--- src/rtl/ax_4kb_splitter_pkg.sv ---
// Shared definitions for the AXI address-channel 4 KB splitter and its info FIFO.
package ax_4kb_splitter_pkg;

    localparam int BIT_OFFSET_4KB = 12;
    localparam int INFO_FLAG_W    = 1;

    typedef enum logic [1:0] {
        IDLE   = 2'd0,
        SEND_A = 2'd1,
        SEND_B = 2'd2
    } split_state_e;

    function automatic int info_width(input int id_width);
        return id_width + INFO_FLAG_W;
    endfunction

endpackage

--- src/rtl/ax_split_info_fifo.sv ---
// Small synchronous FIFO holding {ID, split} records for the response merger.
module ax_split_info_fifo #(
    parameter int WIDTH = 6,
    parameter int DEPTH = 4
) (
    input  logic                     clk,
    input  logic                     rst_n,
    input  logic                     push_i,
    input  logic [WIDTH-1:0]         din_i,
    input  logic                     pop_i,
    output logic [WIDTH-1:0]         dout_o,
    output logic                     full_o,
    output logic                     empty_o,
    output logic [$clog2(DEPTH):0]   count_o
);

    localparam int PTR_W = $clog2(DEPTH);
    localparam int CNT_W = PTR_W + 1;

    logic [WIDTH-1:0] mem_q [DEPTH];
    logic [PTR_W-1:0] wr_ptr_q, wr_ptr_d;
    logic [PTR_W-1:0] rd_ptr_q, rd_ptr_d;
    logic [CNT_W-1:0] count_q, count_d;
    logic             do_push;
    logic             do_pop;

    assign full_o  = (count_q == CNT_W'(DEPTH));
    assign empty_o = (count_q == '0);
    assign count_o = count_q;
    assign dout_o  = mem_q[rd_ptr_q];

    // Overflow and underflow requests are dropped rather than corrupting state.
    assign do_push = push_i && !full_o;
    assign do_pop  = pop_i && !empty_o;

    always_comb begin
        wr_ptr_d = wr_ptr_q + PTR_W'(do_push);
        rd_ptr_d = rd_ptr_q + PTR_W'(do_pop);
        count_d  = count_q + CNT_W'(do_push) - CNT_W'(do_pop);
    end

    always_ff @(posedge clk or negedge rst_n) begin
        if (!rst_n) begin
            wr_ptr_q <= '0;
            rd_ptr_q <= '0;
            count_q  <= '0;
        end else begin
            wr_ptr_q <= wr_ptr_d;
            rd_ptr_q <= rd_ptr_d;
            count_q  <= count_d;
        end
    end

    generate
        for (genvar gi = 0; gi < DEPTH; gi++) begin : g_entry
            always_ff @(posedge clk) begin
                if (do_push && (wr_ptr_q == PTR_W'(gi))) begin
                    mem_q[gi] <= din_i;
                end
            end
        end
    endgenerate

endmodule

--- src/rtl/ax_4kb_splitter.sv ---
// AW/AR stage that reissues an INCR burst as one request, or as two when it crosses a 4 KB page.
module ax_4kb_splitter
    import ax_4kb_splitter_pkg::*;
#(
    parameter int ADDR_WIDTH = 32,
    parameter int ID_WIDTH   = 5,
    parameter int LEN_WIDTH  = 8,
    parameter int SIZE_WIDTH = 3,
    parameter int INFO_DEPTH = 4
) (
    input  logic                  ACLK_i,
    input  logic                  ARESETn_i,
    input  logic [ID_WIDTH-1:0]   AxID_i,
    input  logic [ADDR_WIDTH-1:0] AxADDR_i,
    input  logic [LEN_WIDTH-1:0]  AxLEN_i,
    input  logic [SIZE_WIDTH-1:0] AxSIZE_i,
    input  logic                  AxVALID_i,
    output logic                  AxREADY_o,
    output logic [ID_WIDTH-1:0]   AxID_o,
    output logic [ADDR_WIDTH-1:0] AxADDR_o,
    output logic [LEN_WIDTH-1:0]  AxLEN_o,
    output logic [SIZE_WIDTH-1:0] AxSIZE_o,
    output logic                  AxVALID_o,
    input  logic                  AxREADY_i,
    output logic [ID_WIDTH-1:0]   info_id_o,
    output logic                  info_split_o,
    output logic                  info_valid_o,
    input  logic                  info_ready_i
);

    localparam int BYTES_W = LEN_WIDTH + 1 + 2**SIZE_WIDTH - 1;
    localparam int INFO_W  = info_width(ID_WIDTH);
    localparam int CNT_W   = $clog2(INFO_DEPTH) + 1;
    localparam int PAGE_W  = ADDR_WIDTH - BIT_OFFSET_4KB;
    localparam logic [BIT_OFFSET_4KB:0] PAGE_SIZE = (BIT_OFFSET_4KB+1)'(1) << BIT_OFFSET_4KB;

    split_state_e            state_q, state_d;
    logic                    ready_q, ready_d;
    logic                    valid_q, valid_d;
    logic [ID_WIDTH-1:0]     id_q, id_d;
    logic [ADDR_WIDTH-1:0]   addr_q, addr_d;
    logic [LEN_WIDTH-1:0]    len_q, len_d;
    logic [SIZE_WIDTH-1:0]   size_q, size_d;
    logic                    cross_q, cross_d;
    logic [ADDR_WIDTH-1:0]   page_next_q, page_next_d;
    logic [LEN_WIDTH-1:0]    len_b_q, len_b_d;

    logic [BIT_OFFSET_4KB-1:0] a_lo;
    logic [BYTES_W-1:0]        bytes;
    logic [BYTES_W:0]          end_off;
    logic                      cross_c;
    logic [BIT_OFFSET_4KB:0]   beats_a;
    logic [LEN_WIDTH-1:0]      len_a;
    logic [LEN_WIDTH-1:0]      len_b;
    logic [ADDR_WIDTH-1:0]     page_next;

    logic                      push;
    logic                      pop;
    logic [INFO_W-1:0]         info_head;
    logic                      info_full;
    logic                      info_empty;
    logic [CNT_W-1:0]          info_count;
    logic [CNT_W-1:0]          count_next;

    // Split geometry of the request currently on the upstream port; only used at capture.
    always_comb begin
        a_lo      = AxADDR_i[BIT_OFFSET_4KB-1:0]
                    & ~((BIT_OFFSET_4KB'(1) << AxSIZE_i) - BIT_OFFSET_4KB'(1));
        bytes     = BYTES_W'({1'b0, AxLEN_i} + (LEN_WIDTH+1)'(1)) << AxSIZE_i;
        end_off   = (BYTES_W+1)'(a_lo) + (BYTES_W+1)'(bytes);
        cross_c   = end_off > (BYTES_W+1)'(PAGE_SIZE);
        beats_a   = (PAGE_SIZE - {1'b0, a_lo}) >> AxSIZE_i;
        len_a     = LEN_WIDTH'(beats_a - (BIT_OFFSET_4KB+1)'(1));
        len_b     = AxLEN_i - LEN_WIDTH'(beats_a);
        page_next = {AxADDR_i[ADDR_WIDTH-1:BIT_OFFSET_4KB] + PAGE_W'(1), {BIT_OFFSET_4KB{1'b0}}};
    end

    always_comb begin
        state_d     = state_q;
        valid_d     = valid_q;
        id_d        = id_q;
        addr_d      = addr_q;
        len_d       = len_q;
        size_d      = size_q;
        cross_d     = cross_q;
        page_next_d = page_next_q;
        len_b_d     = len_b_q;
        push        = 1'b0;
        unique case (state_q)
            IDLE: begin
                if (AxVALID_i && ready_q && !info_full) begin
                    push        = 1'b1;
                    state_d     = SEND_A;
                    valid_d     = 1'b1;
                    id_d        = AxID_i;
                    addr_d      = AxADDR_i;
                    len_d       = cross_c ? len_a : AxLEN_i;
                    size_d      = AxSIZE_i;
                    cross_d     = cross_c;
                    page_next_d = page_next;
                    len_b_d     = len_b;
                end
            end
            SEND_A: begin
                if (AxREADY_i) begin
                    if (cross_q) begin
                        state_d = SEND_B;
                        addr_d  = page_next_q;
                        len_d   = len_b_q;
                    end else begin
                        state_d = IDLE;
                        valid_d = 1'b0;
                    end
                end
            end
            SEND_B: begin
                if (AxREADY_i) begin
                    state_d = IDLE;
                    valid_d = 1'b0;
                end
            end
            default: begin
                state_d = IDLE;
                valid_d = 1'b0;
            end
        endcase

        // Ready is registered, so it looks at the occupancy after this edge.
        count_next = info_count + CNT_W'(push) - CNT_W'(pop);
        ready_d    = (state_d == IDLE) && (count_next < CNT_W'(INFO_DEPTH));
    end

    always_ff @(posedge ACLK_i or negedge ARESETn_i) begin
        if (!ARESETn_i) begin
            state_q     <= IDLE;
            ready_q     <= 1'b0;
            valid_q     <= 1'b0;
            id_q        <= '0;
            addr_q      <= '0;
            len_q       <= '0;
            size_q      <= '0;
            cross_q     <= 1'b0;
            page_next_q <= '0;
            len_b_q     <= '0;
        end else begin
            state_q     <= state_d;
            ready_q     <= ready_d;
            valid_q     <= valid_d;
            id_q        <= id_d;
            addr_q      <= addr_d;
            len_q       <= len_d;
            size_q      <= size_d;
            cross_q     <= cross_d;
            page_next_q <= page_next_d;
            len_b_q     <= len_b_d;
        end
    end

    assign AxREADY_o = ready_q;
    assign AxVALID_o = valid_q;
    assign AxID_o    = id_q;
    assign AxADDR_o  = addr_q;
    assign AxLEN_o   = len_q;
    assign AxSIZE_o  = size_q;

    assign pop = !info_empty && info_ready_i;

    ax_split_info_fifo #(
        .WIDTH (INFO_W),
        .DEPTH (INFO_DEPTH)
    ) u_info_fifo (
        .clk     (ACLK_i),
        .rst_n   (ARESETn_i),
        .push_i  (push),
        .din_i   ({AxID_i, cross_c}),
        .pop_i   (pop),
        .dout_o  (info_head),
        .full_o  (info_full),
        .empty_o (info_empty),
        .count_o (info_count)
    );

    // Storage is not reset, so the head is masked to zero while the FIFO is empty.
    assign info_valid_o               = !info_empty;
    assign {info_id_o, info_split_o}  = info_empty ? '0 : info_head;

endmodule
--- config.mk ---
export PLATFORM = sky130hd
export DESIGN_NAME = ax_4kb_splitter
export DESIGN_NICKNAME = d
export VERILOG_FILES = /design/src/rtl/ax_4kb_splitter_pkg.sv /design/src/rtl/ax_split_info_fifo.sv /design/src/rtl/ax_4kb_splitter.sv
export SDC_FILE = /design/constraint.sdc
export NUM_CORES = 1
export LEC_CHECK = 0
export CELL_PAD_IN_SITES_DETAIL_PLACEMENT = 1
export CELL_PAD_IN_SITES_GLOBAL_PLACEMENT = 1
export CORE_MARGIN = 2
export CORE_UTILIZATION = 43
export DETAILED_ROUTE_END_ITERATION = 7
export PLACE_DENSITY = 0.79
export SLEW_MARGIN = 20
export SYNTH_ARGS = -nofsm -noshare
export SYNTH_HDL_FRONTEND = slang
export SYNTH_SLANG_ARGS = --single-unit
--- constraint.sdc ---
create_clock -name ACLK_i -period 3.1 [get_ports ACLK_i]
set_input_delay 0.775 -clock ACLK_i [delete_from_list [all_inputs] [get_ports ACLK_i]]
set_output_delay 0.775 -clock ACLK_i [all_outputs]
set_load 0.01 [all_outputs]
======== Word level (Yosys, flattened, before mapping) ========
Memories as Yosys holds them, arrays and structs flattened.
Cells that the tools add are included.
word-level totals
  logic and storage cells ................. 107
  input bits .............................. 53
  memories kept ........................... 1
  output and inout bits ................... 57
  register bits ........................... 88
  bits in writable memories ............... 24
memory list
  name               words  width  read ports  clocked after Yosys merged registers in  wr ports  line                      source
  u_info_fifo.mem_q  4      6      1           0                                        1         ax_split_info_fifo.sv:20  logic [WIDTH-1:0] mem_q [DEPTH];
cells by class
  multiplexer cells ....................... 39
  reductions and logical operators ........ 23
  bitwise gates (word level) .............. 2
  shift-type cells ........................ 3
  $add $sub $neg .......................... 13
  magnitude comparators ................... 2
  equal/unequal tests ..................... 11
operators by type and width
  operator                                                                            number
  32-bit two-way mux                                                                  3
  32-bit case mux with 2 select lines                                                 1
  8-bit two-way mux                                                                   4
  6-bit two-way mux                                                                   4
  20-bit by 1-bit adder with 20-bit output (second input constant)                    1
  6-bit OR reduction                                                                  3
  12-bit by 16-bit adder with 17-bit output                                           1
  17-bit by 13-bit greater-than comparator with 1-bit output (second input constant)  1
  1-bit two-way mux                                                                   17
  8-bit case mux with 2 select lines                                                  1
  9-bit by 3-bit << shifter with 16-bit output                                        1
  2-bit two-way mux                                                                   7
  13-bit by 3-bit right shift with 8-bit output                                       1
  13-bit by 12-bit subtractor with 13-bit output (first input constant)               1
  12-bit bitwise AND                                                                  1
  12-bit NOT                                                                          1
  1-bit by 3-bit << shifter with 12-bit output (first input constant)                 1
  12-bit by 1-bit subtractor with 12-bit output (second input constant)               1
  1-bit logical AND                                                                   10
  2-bit inequality test (second input constant)                                       5
  8-bit by 1-bit adder with 9-bit output (second input constant)                      1
  4-bit AND reduction                                                                 2
  8-bit by 1-bit subtractor with 8-bit output (second input constant)                 1
  8-bit subtractor                                                                    1
  other kinds (14)                                                                    23

======== Logic depth before layout (Yosys ltp) ========
  word-level depth ........................ 13
  mapped depth ............................ 26
  mapped depth without buffers ............ 23

======== By module ========
A second synthesis with hierarchy kept.
unflattened totals
  cells, all modules ...................... 871
  area, all modules ....................... 7761.2 µm²
by module, submodules not included
  module              sequential area each (µm²)  times used  cells each  area each (µm²)
  ax_4kb_splitter     2026.9                      1           805         6483.7
  ax_split_info_fifo  895.9                       1           66          1277.5

======== Worst setup path before layout ========
No wires, ideal clock.
  path type ............................... input-to-reg
  start point ............................. in AxSIZE_i[1]
  end point ............................... reg len_b_q[7]
  data required time ...................... 2.969 ns
  stages .................................. 22
  buffers on the path ..................... 3
  path slack .............................. -2.168 ns
  arrival ................................. 5.137 ns
  library setup time ...................... 0.131 ns
  cell sequence ........................... buf_6 -> buf_4 -> nor3_1 -> inv_1 -> ha_1 -> buf_2 -> or4bb_1 -> nand4_2 -> inv_2 -> nor4_1 -> nand3_1 -> xnor2_1 -> mux4_2 -> mux2_2 -> ha_1 -> a21o_1 -> a21o_1 -> a21o_1 -> a21oi_1 -> xor2_1 -> xnor2_1 -> o21ai_1
on the way
  word-level cells in the longest chain between the ends .. 7
ends and longest elaborated chain
  what                                               line                    source
  start, declared                                    ax_4kb_splitter.sv:16   input logic [SIZE_WIDTH-1:0] AxSIZE_i,
  1-bit by 3-bit << shifter with 12-bit output       ax_4kb_splitter.sv:68   & ~((BIT_OFFSET_4KB'(1) << AxSIZE_i) - BIT_OFFSET_4KB'(1));
  12-bit by 1-bit subtractor with 12-bit output      ax_4kb_splitter.sv:68
  12-bit NOT                                         ax_4kb_splitter.sv:68
  12-bit bitwise AND                                 ax_4kb_splitter.sv:68
  13-bit by 12-bit subtractor with 13-bit output     ax_4kb_splitter.sv:72   beats_a = (PAGE_SIZE - {1'b0, a_lo}) >> AxSIZE_i;
  13-bit by 3-bit right shift with 8-bit output (*)  ax_4kb_splitter.sv:72
  8-bit subtractor (*)                               ax_4kb_splitter.sv:74   len_b = AxLEN_i - LEN_WIDTH'(beats_a);
  end signal, assigned                               ax_4kb_splitter.sv:155  len_b_q <= len_b_d;
  end, declared                                      ax_4kb_splitter.sv:46   logic [LEN_WIDTH-1:0] len_b_q, len_b_d;
Every way passes the cells marked *; elsewhere a longest branch is shown, timed or not.
A chain may end at the register's enable or synchronous reset.

======== Worst setup path in the final report ========
  start point ............................. in AxSIZE_i[1]
  end point ............................... reg len_b_q[6]
Same word-level chain as after synthesis.

==> run metrics <==
final wirelength=approximately 37000 um; layout cells sized above 1=33.3%; post-layout power=8.04 mW; outcome=finished, violations left; Vias/cell=6.38; Initial Util=around 44%; Die Y-Extent=around 140 um; clock-pin slew on the worst setup and hold paths=0.09 ns; Detail Placement HPWL=21500 um; clock root buffer master=clkbuf_16; Yosys top cell area share=27.7%; prevailing post-synth register cell=dfrtp_1; Starting DRT DRC Count=755; commonest non-fill, non-tap cell in the layout=buf_4; vias in the first global route=9601; fmax=0.206 GHz; Tightest Pin Transition=approximately 0.65 ns; Post-DP Area=10700 um2; Worst Hold Class=in -> async; max_cap viols=0; Layout area overhead=50.2%; core area=approximately 18000 um2; initial antenna violation count=0; top cell type by total area after synthesis=dfrtp_1; DR WL/cell=26.5 um; Async S/R FF share, synth=around four fifths; setup ws final=-1.75 ns; synth unique cells=91; startpoint types=input pin; RD Place Congestion=0.913; Sum Neg Setup Slack=-27.98 ns; worst-case clock buffer depth=2; Die W=approximately 140 um; Net Count, Synth=961; Max Transition Viols Final=0; worst setup path category=in -> reg; Layout Nets=between 1000 and 1500; most frequent cells in the layout=233 x buf_4, 112 x nand2_1, 98 x clkdlybuf4s50_1, 88 x dfrtp_1, 66 x o21ai_0; largest net degree at the start of global routing=53; Port Buffer Count=109; RSZ-0062 raised after global routing=true; Synth area leaders=dfrtp_1 28%, edfxtp_1 9.1%, nand2_1 5.4%; Num CTS Buffers=9; violated checks=setup timing; syn avg cell area=9.06 um2; CP max FO=7; worst r2r src=state_q[0]$_DFF_PN0_; GRT Residual Overflow=0; latest clock arrival within the worst-skew pair=0.38 ns; fin area=11900 um2; non-filler cells, final=about 1400; First-pass DRT Iterations=5; Top Ports=110; total die area=19600 um2; first-pass GRT wire length=53100 um; FF-to-FF path depth=7; worst vdd ir=just over 0.6 mV; DRC=0; H-Tree Depth=3; Rows=49; total count of hold-check failures in the final report=0; placed cells=1359; GRT Total Usage=34.1%; Final period util=156%; number of synthesized flops with an enable pin=24; Syn. warnings=0; Pwr Density=674 nW/um2; sequential element share of the synthesized area=36.8%; CTS sink cnt=112; CTS tree=built; Antenna Nets Post-Route=0; hold_buf cts=0; Synth Register Bits=112; FF-to-FF setup slack=0.46 ns; n_diodes=0; Leak=5.17 nW; Mapped Area=7950 um2; critical path arrival=5.09 ns; worst r2r dst=u_info_fifo.count_o[2]$_DFF_PN0_; Tmin final=approximately 4.9 ns; Max-slew headroom=56.6%; cells after synthesis=877; CP Capture Type=flip-flop; required time at the worst-slack endpoint=3.34 ns; Hold Slack=0.402 ns; Clock Skew=0.0161 ns; via count=between 9000 and 10000; Setup-failing EPs final=21
state kept, by name, indices dropped and copies added (netlist names), 2 cells and up:
name                  flops
u_info_fifo.mem_q        24
AxSIZE_o                  3
page_next_q              20
AxADDR_o                 32
len_b_q                   8
AxLEN_o                   8
u_info_fifo.count_o       3
u_info_fifo.wr_ptr_q      2
u_info_fifo.rd_ptr_q      2
state_q                   2
AxID_o                    5
metal layers:
layer	global-route usage (%)	up-vias	wire [um]
li1	-	3771	-
met1	39.3	4551	14000
met2	60.9	516	19000
met3	4.89	195	2070
met4	19.0	0	2420
met5	0	-	0
power by group:
group,switching (mW),leakage [nW],total (mW),internal [mW]
Sequential,0.489,1.30,2.58,2.09
Clock,0.670,0.146,1.25,0.579
Combinational,2.20,3.72,4.21,2.01
Total,3.36,5.17,8.04,4.68
logic make-up (layout without fill, tap and decap cells):
kind of cell	after synthesis	count (layout)	share of synthesized area, %
AO/OA/AOI/OAI	234	234	19.9
XOR/XNOR	60	60	6.71
adder cells (fa/ha/maj)	31	31	5.16
buffers and inverters	95	404	5.13
flip-flops	112	112	36.8
multiplexers	41	41	6.38
AND/OR/NAND/NOR	304	304	19.9
area by class of cell:
type,instances,area (um2)
clock buffers,9,225
fillers,2001,6090
flip-flops and latches,112,2920
inverters,33,131
clock inverters,7,80.1
well taps,229,287
repair buffers,355,3020
multi-input cells,670,5270
what timing repair did:
action	CTS	global route
resized for setup	108	51
endpoints found under the setup margin	21	21
setup buffers	29	12
gates cloned	1	0
pin swaps	44	35
critical path, stage by stage:
cell and delay (ns):
buf_8 0.11, nor3_4 0.19, inv_2 0.08, ha_4 0.19
or4bb_4 0.53, nand4_4 0.11, clkinv_4 0.09, nor4_4 0.34
buf_4 0.18, mux2_4 0.33, a32oi_2 0.25, o211a_4 0.23
ha_4 0.21, buf_4 0.13, buf_6 0.11, nor2b_4 0.11
o21ai_2 0.14, nand2b_1 0.14, a21o_1 0.24, a21oi_2 0.21
xor2_1 0.26, o21ai_1 0.13
through the flow:
stage / worst slack, ns / util (%)
floorplan: -1.81 / -
global placement: -2.09 / 59.4
detailed placement: -2.31 / 59.4
CTS: -1.52 / 64.4
global route: -1.83 / 66.2
finish: -1.75 / 66.2
synth_stat cells (all sizes together), types with 4 or more instances:
cell and count:
mux2i 30, clkbuf 41, a22o 12, nand2 115, or2 5, nand2b 14
nor3 16, o22ai 4, ha 28, nor2b 18, xnor2 34, a211oi 8
edfxtp 24, a21oi 37, nor3b 6, nor4 6, and2 9, o21ai 83
nand4 13, nand3b 11, and3 9, o2111ai 5, a21o 15, nor2 40
dfrtp 88, a211o 4, mux4 7, nand3 25, mux2 4, xor2 26
o221ai 4, o211ai 14, and4 4, a32oi 5, o31ai 4, a31oi 4
inv 32, o22a 4, buf 21
worst max-delay path by stage:
stage / end / cells past startpoint / startpoint / slack [ns]
3_3_place_gp: len_b_q[7]$_DFFE_PN0P_ / 23 / AxSIZE_i[0] / -2.09
4_1_cts: len_b_q[7]$_DFFE_PN0P_ / 22 / AxSIZE_i[0] / -1.52
5_1_grt: len_b_q[7]$_DFFE_PN0P_ / 21 / AxSIZE_i[1] / -1.83
3_5_place_dp: AxLEN_o[1]$_DFFE_PN0P_ / 22 / AxLEN_i[1] / -2.31
2_1_floorplan: len_b_q[7]$_DFFE_PN0P_ / 22 / AxSIZE_i[2] / -1.81
6_report: len_b_q[6]$_DFFE_PN0P_ / 22 / AxSIZE_i[1] / -1.75
Note: power is estimated with default switching activity, not from simulation.
